File: src/rtl/bf_io_pkg.sv
// Shared types for the Boolfuck output path: TX FSM states, byte width, frame length.
// BF_OUT_PARITY_EN selects 8E1 (11-bit frames) instead of 8N1 (10-bit frames).
package bf_io_pkg;

    localparam int BF_BYTE_W = 8;

    typedef enum logic [2:0] {
        IDLE,
        START,
        DATA,
        PARITY,
        STOP
    } tx_state_t;

    function automatic int frame_bits();
`ifdef BF_OUT_PARITY_EN
        return 11;
`else
        return 10;
`endif
    endfunction

endpackage

File: src/rtl/bf_out_uart_if.sv
// Output-bit handshake between the interpreter (master) and the UART packer (slave).
interface bf_out_uart_if;

    logic out_valid;
    logic out_bit;
    logic out_ready;
    logic flush;

    modport master (
        output out_valid,
        output out_bit,
        output flush,
        input  out_ready
    );

    modport slave (
        input  out_valid,
        input  out_bit,
        input  flush,
        output out_ready
    );

endinterface

File: src/rtl/bf_uart_tx_shifter.sv
// UART frame serialiser: START, 8 data bits LSB first, optional even PARITY (BF_OUT_PARITY_EN), STOP.
// Latency: i_load in IDLE puts the start bit on o_txd the following cycle; o_txd is registered.
// Backpressure: i_load is only honoured in IDLE; the caller holds data until o_busy is low.
module bf_uart_tx_shifter
    import bf_io_pkg::*;
#(
    parameter int CLKS_PER_BIT = 868
) (
    input  logic                 clk,
    input  logic                 rst_n,
    input  logic                 i_load,
    input  logic [BF_BYTE_W-1:0] i_data,
    output logic                 o_busy,
    output logic                 o_done,
    output logic                 o_txd
);

    localparam int                BAUD_W    = (CLKS_PER_BIT > 1) ? $clog2(CLKS_PER_BIT) : 1;
    localparam logic [BAUD_W-1:0] BAUD_LAST = BAUD_W'(CLKS_PER_BIT - 1);

    tx_state_t            r_state;
    tx_state_t            w_state_nxt;
    logic [BAUD_W-1:0]    r_baud;
    logic [2:0]           r_bitcnt;
    logic [BF_BYTE_W-1:0] r_shift;
    logic                 r_par;
    logic                 r_txd;
    logic                 w_last;
    logic                 w_txd_nxt;

    assign w_last = (r_baud == BAUD_LAST);
    assign o_txd  = r_txd;

    always_ff @(posedge clk or negedge rst_n) begin
        if (!rst_n) begin
            r_state <= IDLE;
        end else begin
            r_state <= w_state_nxt;
        end
    end

    always_comb begin
        w_state_nxt = r_state;
        unique case (r_state)
            IDLE:   if (i_load) w_state_nxt = START;
            START:  if (w_last) w_state_nxt = DATA;
            DATA: begin
                if (w_last && (r_bitcnt == 3'd7)) begin
`ifdef BF_OUT_PARITY_EN
                    w_state_nxt = PARITY;
`else
                    w_state_nxt = STOP;
`endif
                end
            end
            PARITY: if (w_last) w_state_nxt = STOP;
            STOP:   if (w_last) w_state_nxt = IDLE;
            default: w_state_nxt = IDLE;
        endcase
    end

    // txd level is chosen from the state being entered so the pin changes on the same edge as the FSM.
    always_comb begin
        w_txd_nxt = r_txd;
        o_busy    = (r_state != IDLE);
        o_done    = (r_state == STOP) && w_last;
        unique case (w_state_nxt)
            IDLE:   w_txd_nxt = 1'b1;
            START:  w_txd_nxt = 1'b0;
            DATA: begin
                if (r_state != DATA) begin
                    w_txd_nxt = r_shift[0];
                end else if (w_last) begin
                    w_txd_nxt = r_shift[1];
                end
            end
            PARITY: w_txd_nxt = r_par;
            STOP:   w_txd_nxt = 1'b1;
            default: w_txd_nxt = 1'b1;
        endcase
    end

    always_ff @(posedge clk or negedge rst_n) begin
        if (!rst_n) begin
            r_baud   <= '0;
            r_bitcnt <= '0;
            r_shift  <= '0;
            r_par    <= 1'b0;
            r_txd    <= 1'b1;
        end else begin
            r_txd <= w_txd_nxt;
            if ((r_state == IDLE) || w_last) begin
                r_baud <= '0;
            end else begin
                r_baud <= r_baud + 1'b1;
            end
            if (r_state != w_state_nxt) begin
                r_bitcnt <= '0;
            end else if ((r_state == DATA) && w_last) begin
                r_bitcnt <= r_bitcnt + 3'd1;
            end
            if ((r_state == IDLE) && i_load) begin
                r_shift <= i_data;
                r_par   <= ^i_data;
            end else if ((r_state == DATA) && w_last) begin
                r_shift <= r_shift >> 1;
            end
        end
    end

endmodule

File: src/rtl/bf_out_uart.sv
// Packs interpreter output bits LSB-first into bytes and sends each byte as a UART frame on txd.
// Latency: 8th bit accepted at cycle N -> start bit on txd from cycle N+2; parity via BF_OUT_PARITY_EN.
// Backpressure: out_ready drops while a completed byte waits for the transmitter to go idle.
module bf_out_uart
    import bf_io_pkg::*;
#(
    parameter int CLKS_PER_BIT = 868,
    parameter int CNT_W        = 16
) (
    input  logic             clk,
    input  logic             rst_n,
    bf_out_uart_if.slave     out_if,
    output logic             txd,
    output logic             tx_busy,
    output logic [2:0]       pending,
    output logic [CNT_W-1:0] bytes_sent
);

    logic [BF_BYTE_W-1:0] r_acc;
    logic [2:0]           r_idx;
    logic                 r_full;
    logic [CNT_W-1:0]     r_bytes_sent;

    logic                 w_accept;
    logic [2:0]           w_idx_acc;
    logic                 w_full_set;
    logic                 w_load;
    logic                 w_tx_busy;
    logic                 w_tx_done;

    assign w_accept  = out_if.out_valid & ~r_full;
    assign w_idx_acc = w_accept ? (r_idx + 3'd1) : r_idx;
    // A same-cycle flush looks at the index after the accept; an accept of bit 7 wraps it to 0.
    assign w_full_set = (w_accept && (r_idx == 3'd7)) ||
                        (out_if.flush && !r_full && (w_idx_acc != 3'd0));
    assign w_load    = r_full & ~w_tx_busy;

    assign out_if.out_ready = ~r_full;
    assign pending          = r_full ? 3'd0 : r_idx;
    assign tx_busy          = w_tx_busy;
    assign bytes_sent       = r_bytes_sent;

    always_ff @(posedge clk or negedge rst_n) begin
        if (!rst_n) begin
            r_acc  <= '0;
            r_idx  <= '0;
            r_full <= 1'b0;
        end else if (w_load) begin
            r_acc  <= '0;
            r_full <= 1'b0;
        end else begin
            if (w_accept) begin
                r_acc[r_idx] <= out_if.out_bit;
            end
            if (w_full_set) begin
                r_full <= 1'b1;
                r_idx  <= '0;
            end else begin
                r_idx  <= w_idx_acc;
            end
        end
    end

    always_ff @(posedge clk or negedge rst_n) begin
        if (!rst_n) begin
            r_bytes_sent <= '0;
        end else if (w_tx_done) begin
            r_bytes_sent <= r_bytes_sent + 1'b1;
        end
    end

    bf_uart_tx_shifter #(
        .CLKS_PER_BIT(CLKS_PER_BIT)
    ) u_tx (
        .clk    (clk),
        .rst_n  (rst_n),
        .i_load (w_load),
        .i_data (r_acc),
        .o_busy (w_tx_busy),
        .o_done (w_tx_done),
        .o_txd  (txd)
    );

endmodule

File: src/flat_wrapper.sv
// flat-port wrapper written by rule: the top's interface ports become plain ports
module bf_out_uart_flat import bf_io_pkg::*;
#(
    parameter int CLKS_PER_BIT = 868,
    parameter int CNT_W        = 16
)
  (clk, rst_n, txd, tx_busy, pending, bytes_sent, out_if_out_valid, out_if_out_bit, out_if_flush, out_if_out_ready);
  bf_out_uart_if out_if_i ();
  input  logic clk;
  input  logic rst_n;
  output logic txd;
  output logic tx_busy;
  output logic [2:0] pending;
  output logic [CNT_W-1:0] bytes_sent;
  input wire logic [$bits(out_if_i.out_valid)-1:0] out_if_out_valid;
  input wire logic [$bits(out_if_i.out_bit)-1:0] out_if_out_bit;
  input wire logic [$bits(out_if_i.flush)-1:0] out_if_flush;
  output wire logic [$bits(out_if_i.out_ready)-1:0] out_if_out_ready;
  assign out_if_i.out_valid = out_if_out_valid;
  assign out_if_i.out_bit = out_if_out_bit;
  assign out_if_i.flush = out_if_flush;
  assign out_if_out_ready = out_if_i.out_ready;
  bf_out_uart #(.CLKS_PER_BIT(CLKS_PER_BIT), .CNT_W(CNT_W)) u_core (.clk(clk), .rst_n(rst_n), .out_if(out_if_i), .txd(txd), .tx_busy(tx_busy), .pending(pending), .bytes_sent(bytes_sent));
endmodule
File: config.mk
export PLATFORM = sky130hd
export DESIGN_NAME = bf_out_uart_flat
export DESIGN_NICKNAME = d
export VERILOG_FILES = /design/src/rtl/bf_io_pkg.sv /design/src/rtl/bf_out_uart_if.sv /design/src/rtl/bf_uart_tx_shifter.sv /design/src/rtl/bf_out_uart.sv /design/src/flat_wrapper.sv
export SDC_FILE = /design/constraint.sdc
export NUM_CORES = 1
export LEC_CHECK = 0
export ABC_AREA = 0
export CAP_MARGIN = 30
export CELL_PAD_IN_SITES_DETAIL_PLACEMENT = 0
export CELL_PAD_IN_SITES_GLOBAL_PLACEMENT = 2
export CORE_ASPECT_RATIO = 0.75
export CORE_MARGIN = 10
export CORE_UTILIZATION = 34
export CTS_CLUSTER_SIZE = 10
export DETAILED_ROUTE_END_ITERATION = 7
export GPL_TIMING_DRIVEN = 0
export PLACE_DENSITY = 0.74
export SLEW_MARGIN = 20
export SYNTH_ARGS = -nofsm -noshare
export SYNTH_HDL_FRONTEND = slang
export SYNTH_HIERARCHICAL = 1
export SYNTH_SLANG_ARGS = --single-unit
File: constraint.sdc
create_clock -name clk -period 2.4 [get_ports clk]
set_input_delay 0.24 -clock clk [delete_from_list [all_inputs] [get_ports clk]]
set_output_delay 0.24 -clock clk [all_outputs]
set_load 0.02 [all_outputs]
==> impl_table.tex <==
\begin{tabular}{lr}
\hline
Metric & Value \\
\hline
\multicolumn{2}{l}{\textbf{Finish}} \\
\quad Area taken by flip-flops and latches & 1353 µm² \\
\quad Post-layout instance count excluding filler cells & 402 \\
\quad Multi-input combinational cell area & 1455 µm² \\
\quad Antenna diode count & 0 \\
\quad Number of nets in the layout & 307 \\
\quad Layout cell share with drive strength beyond 1 & 18.86\% \\
\quad Fin util & 43.08\% \\
\quad Total of fill cells in the finished design & 784 \\
\quad Synthesis-to-finish area growth & 21.36\% \\
\multicolumn{2}{l}{\textbf{Clock network}} \\
\quad Maximum count of clock buffers along a single path & 2 \\
\quad Number of clock sinks seen by CTS & 54 \\
\quad Clock network latency to the later pin of the worst-skew pair & 0.31 ns \\
\quad Clock buffer count from CTS & 5 \\
\quad Buffer cell driving the clock tree root & sky130\_fd\_sc\_hd\_\_clkbuf\_8 \\
\quad Count of H-tree levels built during CTS & 2 \\
\quad Clock tree from TritonCTS & yes \\
\quad Clock-pin slew reported for the worst setup and hold paths after clock tree synthesis & 0.10 ns \\
\multicolumn{2}{l}{\textbf{Pwr}} \\
\quad Maximum vdd ir drop & 273.5 µV \\
\quad Design internal power & 1.650 mW \\
\quad Switching component of the power & 0.8699 mW \\
\quad Switching Share & 34.53\% \\
\quad Comb pwr share & 31.6\% \\
\quad PD cells & 732.2 nW/µm² \\
\quad Clock Power Share & 21.1\% \\
\quad Sequential cell fraction of total power & 47.3\% \\
\quad Standby leakage power & 1.546 nW \\
\multicolumn{2}{l}{\textbf{Outcome}} \\
\quad Result of the run & finished clean \\
\multicolumn{2}{l}{\textbf{Timing}} \\
\quad Unrepaired setup endpoints after global routing & no \\
\quad Achievable clock frequency & 0.4490 GHz \\
\quad Final period demand of the worst path & 2.227 ns \\
\quad Transition time at the pin with the least slew margin & 0.4481 ns \\
\quad Max Transition Viols Final & 0 \\
\quad Hold Slack & 0.2518 ns \\
\quad Number of failing hold endpoints at the final stage & 0 \\
\quad Worst max-slew margin expressed relative to the limit & 70.13\% \\
\quad Setup-failing EPs final & 0 \\
\quad Worst clock skew & 0.006466 ns \\
\quad Part of the cycle the worst path needs & 92.79\% \\
\multicolumn{2}{l}{\textbf{Run}} \\
\quad Number of maximum-capacitance constraint violations & 0 \\
\multicolumn{2}{l}{\textbf{Detailed routing}} \\
\quad DRC violation count after routing & 0 \\
\quad Average wire per cell in the routed design & 14.94 µm \\
\quad Remaining number of nets flagged by the antenna check after routing & 0 \\
\quad Via density & 4.970 \\
\quad Detailed Route WL & 6.005 mm \\
\quad Vias post-DR & 1998 \\
\quad Router iterations before antenna repair & 4 \\
\quad Iteration-0 DRC Markers & 114 \\
\multicolumn{2}{l}{\textbf{Yosys}} \\
\quad Number of synthesized register bits & 54 \\
\quad Syn Inst Count & 254 \\
\quad Top flip-flop cell by instance count after synthesis & sky130\_fd\_sc\_hd\_\_dfrtp\_1 \\
\quad YS warnings & 6 \\
\quad Register area share after synthesis & 47.71\% \\
\quad Synth Net Count & 265 \\
\quad Cell with the most instances after synthesis & sky130\_fd\_sc\_hd\_\_dfrtp\_1 \\
\quad Most used standard cells in the synthesized netlist & sky130\_fd\_sc\_hd\_\_dfrtp\_1, sky130\_fd\_sc\_hd\_\_nor2\_1, sky130\_fd\_sc\_hd\_\_xnor2\_1, sky130\_fd\_sc\_hd\_\_nand2\_1, sky130\_fd\_sc\_hd\_\_nand3\_1 \\
\quad Unique masters post-synth & 49 \\
\quad EDFF count, synth & 0 \\
\quad Area fraction of the dominant cell type after synthesis & 46.78\% \\
\quad Share of synthesized registers carrying an async set or reset & 100.0\% \\
\quad Cell taking the most area after synthesis & sky130\_fd\_sc\_hd\_\_dfrtp\_1 \\
\quad Avg Cell Area, Syn & 11.16 µm² \\
\quad Ranking of synthesized cells by area & sky130\_fd\_sc\_hd\_\_dfrtp\_1, sky130\_fd\_sc\_hd\_\_xnor2\_1, sky130\_fd\_sc\_hd\_\_mux2\_4 \\
\quad Mapped Area & 2835 µm² \\
\multicolumn{2}{l}{\textbf{Floorplan}} \\
\quad Total Die Area & 12430 µm² \\
\quad Width of the chip & 125.4 µm \\
\quad Standard cell core area & 7988 µm² \\
\quad IO Count & 27 \\
\quad Die height & 99.09 µm \\
\quad Number of placement rows & 28 \\
\quad Starting utilization of the core area & 35.49\% \\
\multicolumn{2}{l}{\textbf{Worst setup path}} \\
\quad Sort of element at the start of the critical path & flip-flop \\
\quad Maximum fanout along the worst path & 10 \\
\quad Class of the most critical setup path & flip-flop to flip-flop \\
\quad Arrival time of data at the critical path endpoint & 2.42 ns \\
\quad Element type at the critical path end & flip-flop \\
\quad Critical Path RT & 2.60 ns \\
\multicolumn{2}{l}{\textbf{Global routing}} \\
\quad Number of antenna violations at the first check in global routing & 0 \\
\quad Maximum number of pins on one net before global-route repair & 54 \\
\quad Overall Global Routing Usage & 9.512\% \\
\quad Vias in the first global route & 1979 \\
\quad Global-route wire length before repair & 9.984 mm \\
\quad Overflow left after global routing & 0 \\
\multicolumn{2}{l}{\textbf{Min path}} \\
\quad Type of the tightest min-delay check & primary input to async pin \\
\multicolumn{2}{l}{\textbf{Placement}} \\
\quad Final HPWL DP & 4.273 mm \\
\quad Number of instances in the placed design & 385 \\
\quad Final Wtd Congestion & 0.7495 \\
\quad Number of buffers inserted by port buffering & 25 \\
\hline
\end{tabular}
-- cells in the final DEF (no fill, tap or decap), types with 3 or more instances in the layout --
cell                               n
sky130_fd_sc_hd__nor2_1           26
sky130_fd_sc_hd__nand3b_1          4
sky130_fd_sc_hd__mux2_4            8
sky130_fd_sc_hd__nor3_4            3
sky130_fd_sc_hd__o21ai_0           6
sky130_fd_sc_hd__a32o_1            3
sky130_fd_sc_hd__clkbuf_8          6
sky130_fd_sc_hd__xnor2_1          21
sky130_fd_sc_hd__a21oi_1           9
sky130_fd_sc_hd__mux2_2            6
sky130_fd_sc_hd__buf_4             9
sky130_fd_sc_hd__nor2b_1           4
sky130_fd_sc_hd__xor2_1           10
sky130_fd_sc_hd__dfrtp_1          53
sky130_fd_sc_hd__nand4_1           5
sky130_fd_sc_hd__clkbuf_1          5
sky130_fd_sc_hd__inv_1             4
sky130_fd_sc_hd__nand2_1          16
sky130_fd_sc_hd__nor3b_2           3
sky130_fd_sc_hd__nor3_1            3
sky130_fd_sc_hd__and3_1            4
sky130_fd_sc_hd__ha_1              5
sky130_fd_sc_hd__mux2i_1           7
sky130_fd_sc_hd__clkdlybuf4s50_1  24
sky130_fd_sc_hd__nand3_1          13
-- layout make-up --
| type | count | area share (%) |
|---|---|---|
| clock inverter | 2 | 0.3636 |
| clock buffer | 6 | 2.400 |
| multi-input combinational | 188 | 42.29 |
| buffer | 8 | 1.345 |
| tap | 105 | 3.818 |
| sequential | 54 | 39.31 |
| inverter | 4 | 0.4364 |
| timing repair buffer | 35 | 10.04 |
-- power groups by stage --
| stage | logic (mW) | registers [mW] | clock network, mW |
|---|---|---|---|
| 6_report | 0.797 | 1.19 | 0.531 |
| 5_1_grt | 0.886 | 1.21 | 0.597 |
| 3_3_place_gp | 0.725 | 1.21 | 0 |
| 3_5_place_dp | 0.737 | 1.21 | 0 |
| 4_1_cts | 0.756 | 1.19 | 0.565 |
| 2_1_floorplan | 0.527 | 1.17 | 0 |
-- worst max-delay path, cell delays in order (launching register included) --
cell	delay [ns]
sky130_fd_sc_hd__dfrtp_1	0.38
sky130_fd_sc_hd__buf_6	0.14
sky130_fd_sc_hd__nor3_4	0.33
sky130_fd_sc_hd__inv_1	0.17
sky130_fd_sc_hd__nor2_4	0.23
sky130_fd_sc_hd__nand2_2	0.11
sky130_fd_sc_hd__buf_6	0.17
sky130_fd_sc_hd__mux2_4	0.30
sky130_fd_sc_hd__mux2_4	0.27
-- repair_timing --
item                       4_1_cts  5_1_grt
hold buffers                     1        0
pin swaps                        1        3
resized for setup                5        2
setup buffers                    0        8
hold endpoints to repair        53        0
setup endpoints to repair       22       14
-- sequential cells by signal (all words and copies together), names as in the netlist --
| name | cells |
|---|---|
| u_core/r_full | 1 |
| u_core/bytes_sent | 16 |
| u_core/u_tx/r_shift | 8 |
| u_core/u_tx/r_par | 1 |
| u_core/r_acc | 8 |
| u_core/r_idx | 3 |
| u_core/u_tx/r_state | 3 |
| u_core/u_tx/r_baud | 10 |
| u_core/u_tx/r_bitcnt | 3 |
| u_core/u_tx/o_txd | 1 |
-- routing by layer --
layer | routed length, µm | up-vias | GRT usage [%]
li1 | - | 985 | -
met1 | 3157 | 983 | 13.43
met2 | 2594 | 25 | 13.89
met3 | 197 | 5 | 2.141
met4 | 55 | 0 | 3.180
met5 | 0 | - | 0
-- cell families after synthesis --
kind of cell | count (synthesis) | share of synthesized area (%)
multiplexers | 22 | 9.488
buffers and inverters | 12 | 2.162
flip-flops | 54 | 47.71
AO/OA/AOI/OAI | 28 | 6.576
AND/OR/NAND/NOR | 101 | 21.85
XOR/XNOR | 31 | 9.576
adder cells (fa/ha/maj) | 6 | 2.648
-- per-stage QoR --
step	TNS [ns]	worst slack [ns]	cell area [µm²]	total power, mW
after floorplan	0	0.09823	2835	1.699
after global placement	-44.17	-0.7653	3217	1.933
final	0	0.1730	3441	2.519
after global routing	0	0.01533	3441	2.696
after detailed placement	-3.940	-0.3864	3242	1.946
after CTS	0	0.002146	3371	2.516
-- path summary, 6_finish.rpt --
| check | from | endpoint | slack (ns) | cells after the start |
|---|---|---|---|---|
| setup / recovery | u_core/u_tx/r_state[2]$_DFF_PN0_ | u_core/u_tx/r_shift[6]$_DFFE_PN0P_ | 0.17 | 8 |
| hold / removal | rst_n | u_core/r_idx[2]$_DFFE_PN0N_ | 0.25 | 2 |
| setup reg to reg | u_core/u_tx/r_state[2]$_DFF_PN0_ | u_core/u_tx/r_shift[6]$_DFFE_PN0P_ | 0.17 | 8 |
| hold reg to reg | u_core/bytes_sent[15]$_DFFE_PN0P_ | u_core/bytes_sent[15]$_DFFE_PN0P_ | 0.48 | 1 |
| max in group asynchronous | rst_n | u_core/u_tx/o_txd$_DFFE_PN1P_ | 1.66 | 3 |
| min in group clk | out_if_out_bit | u_core/r_acc[7]$_DFFE_PN0P_ | 0.30 | 3 |
No activity file was read; power rests on OpenSTA's default activity.
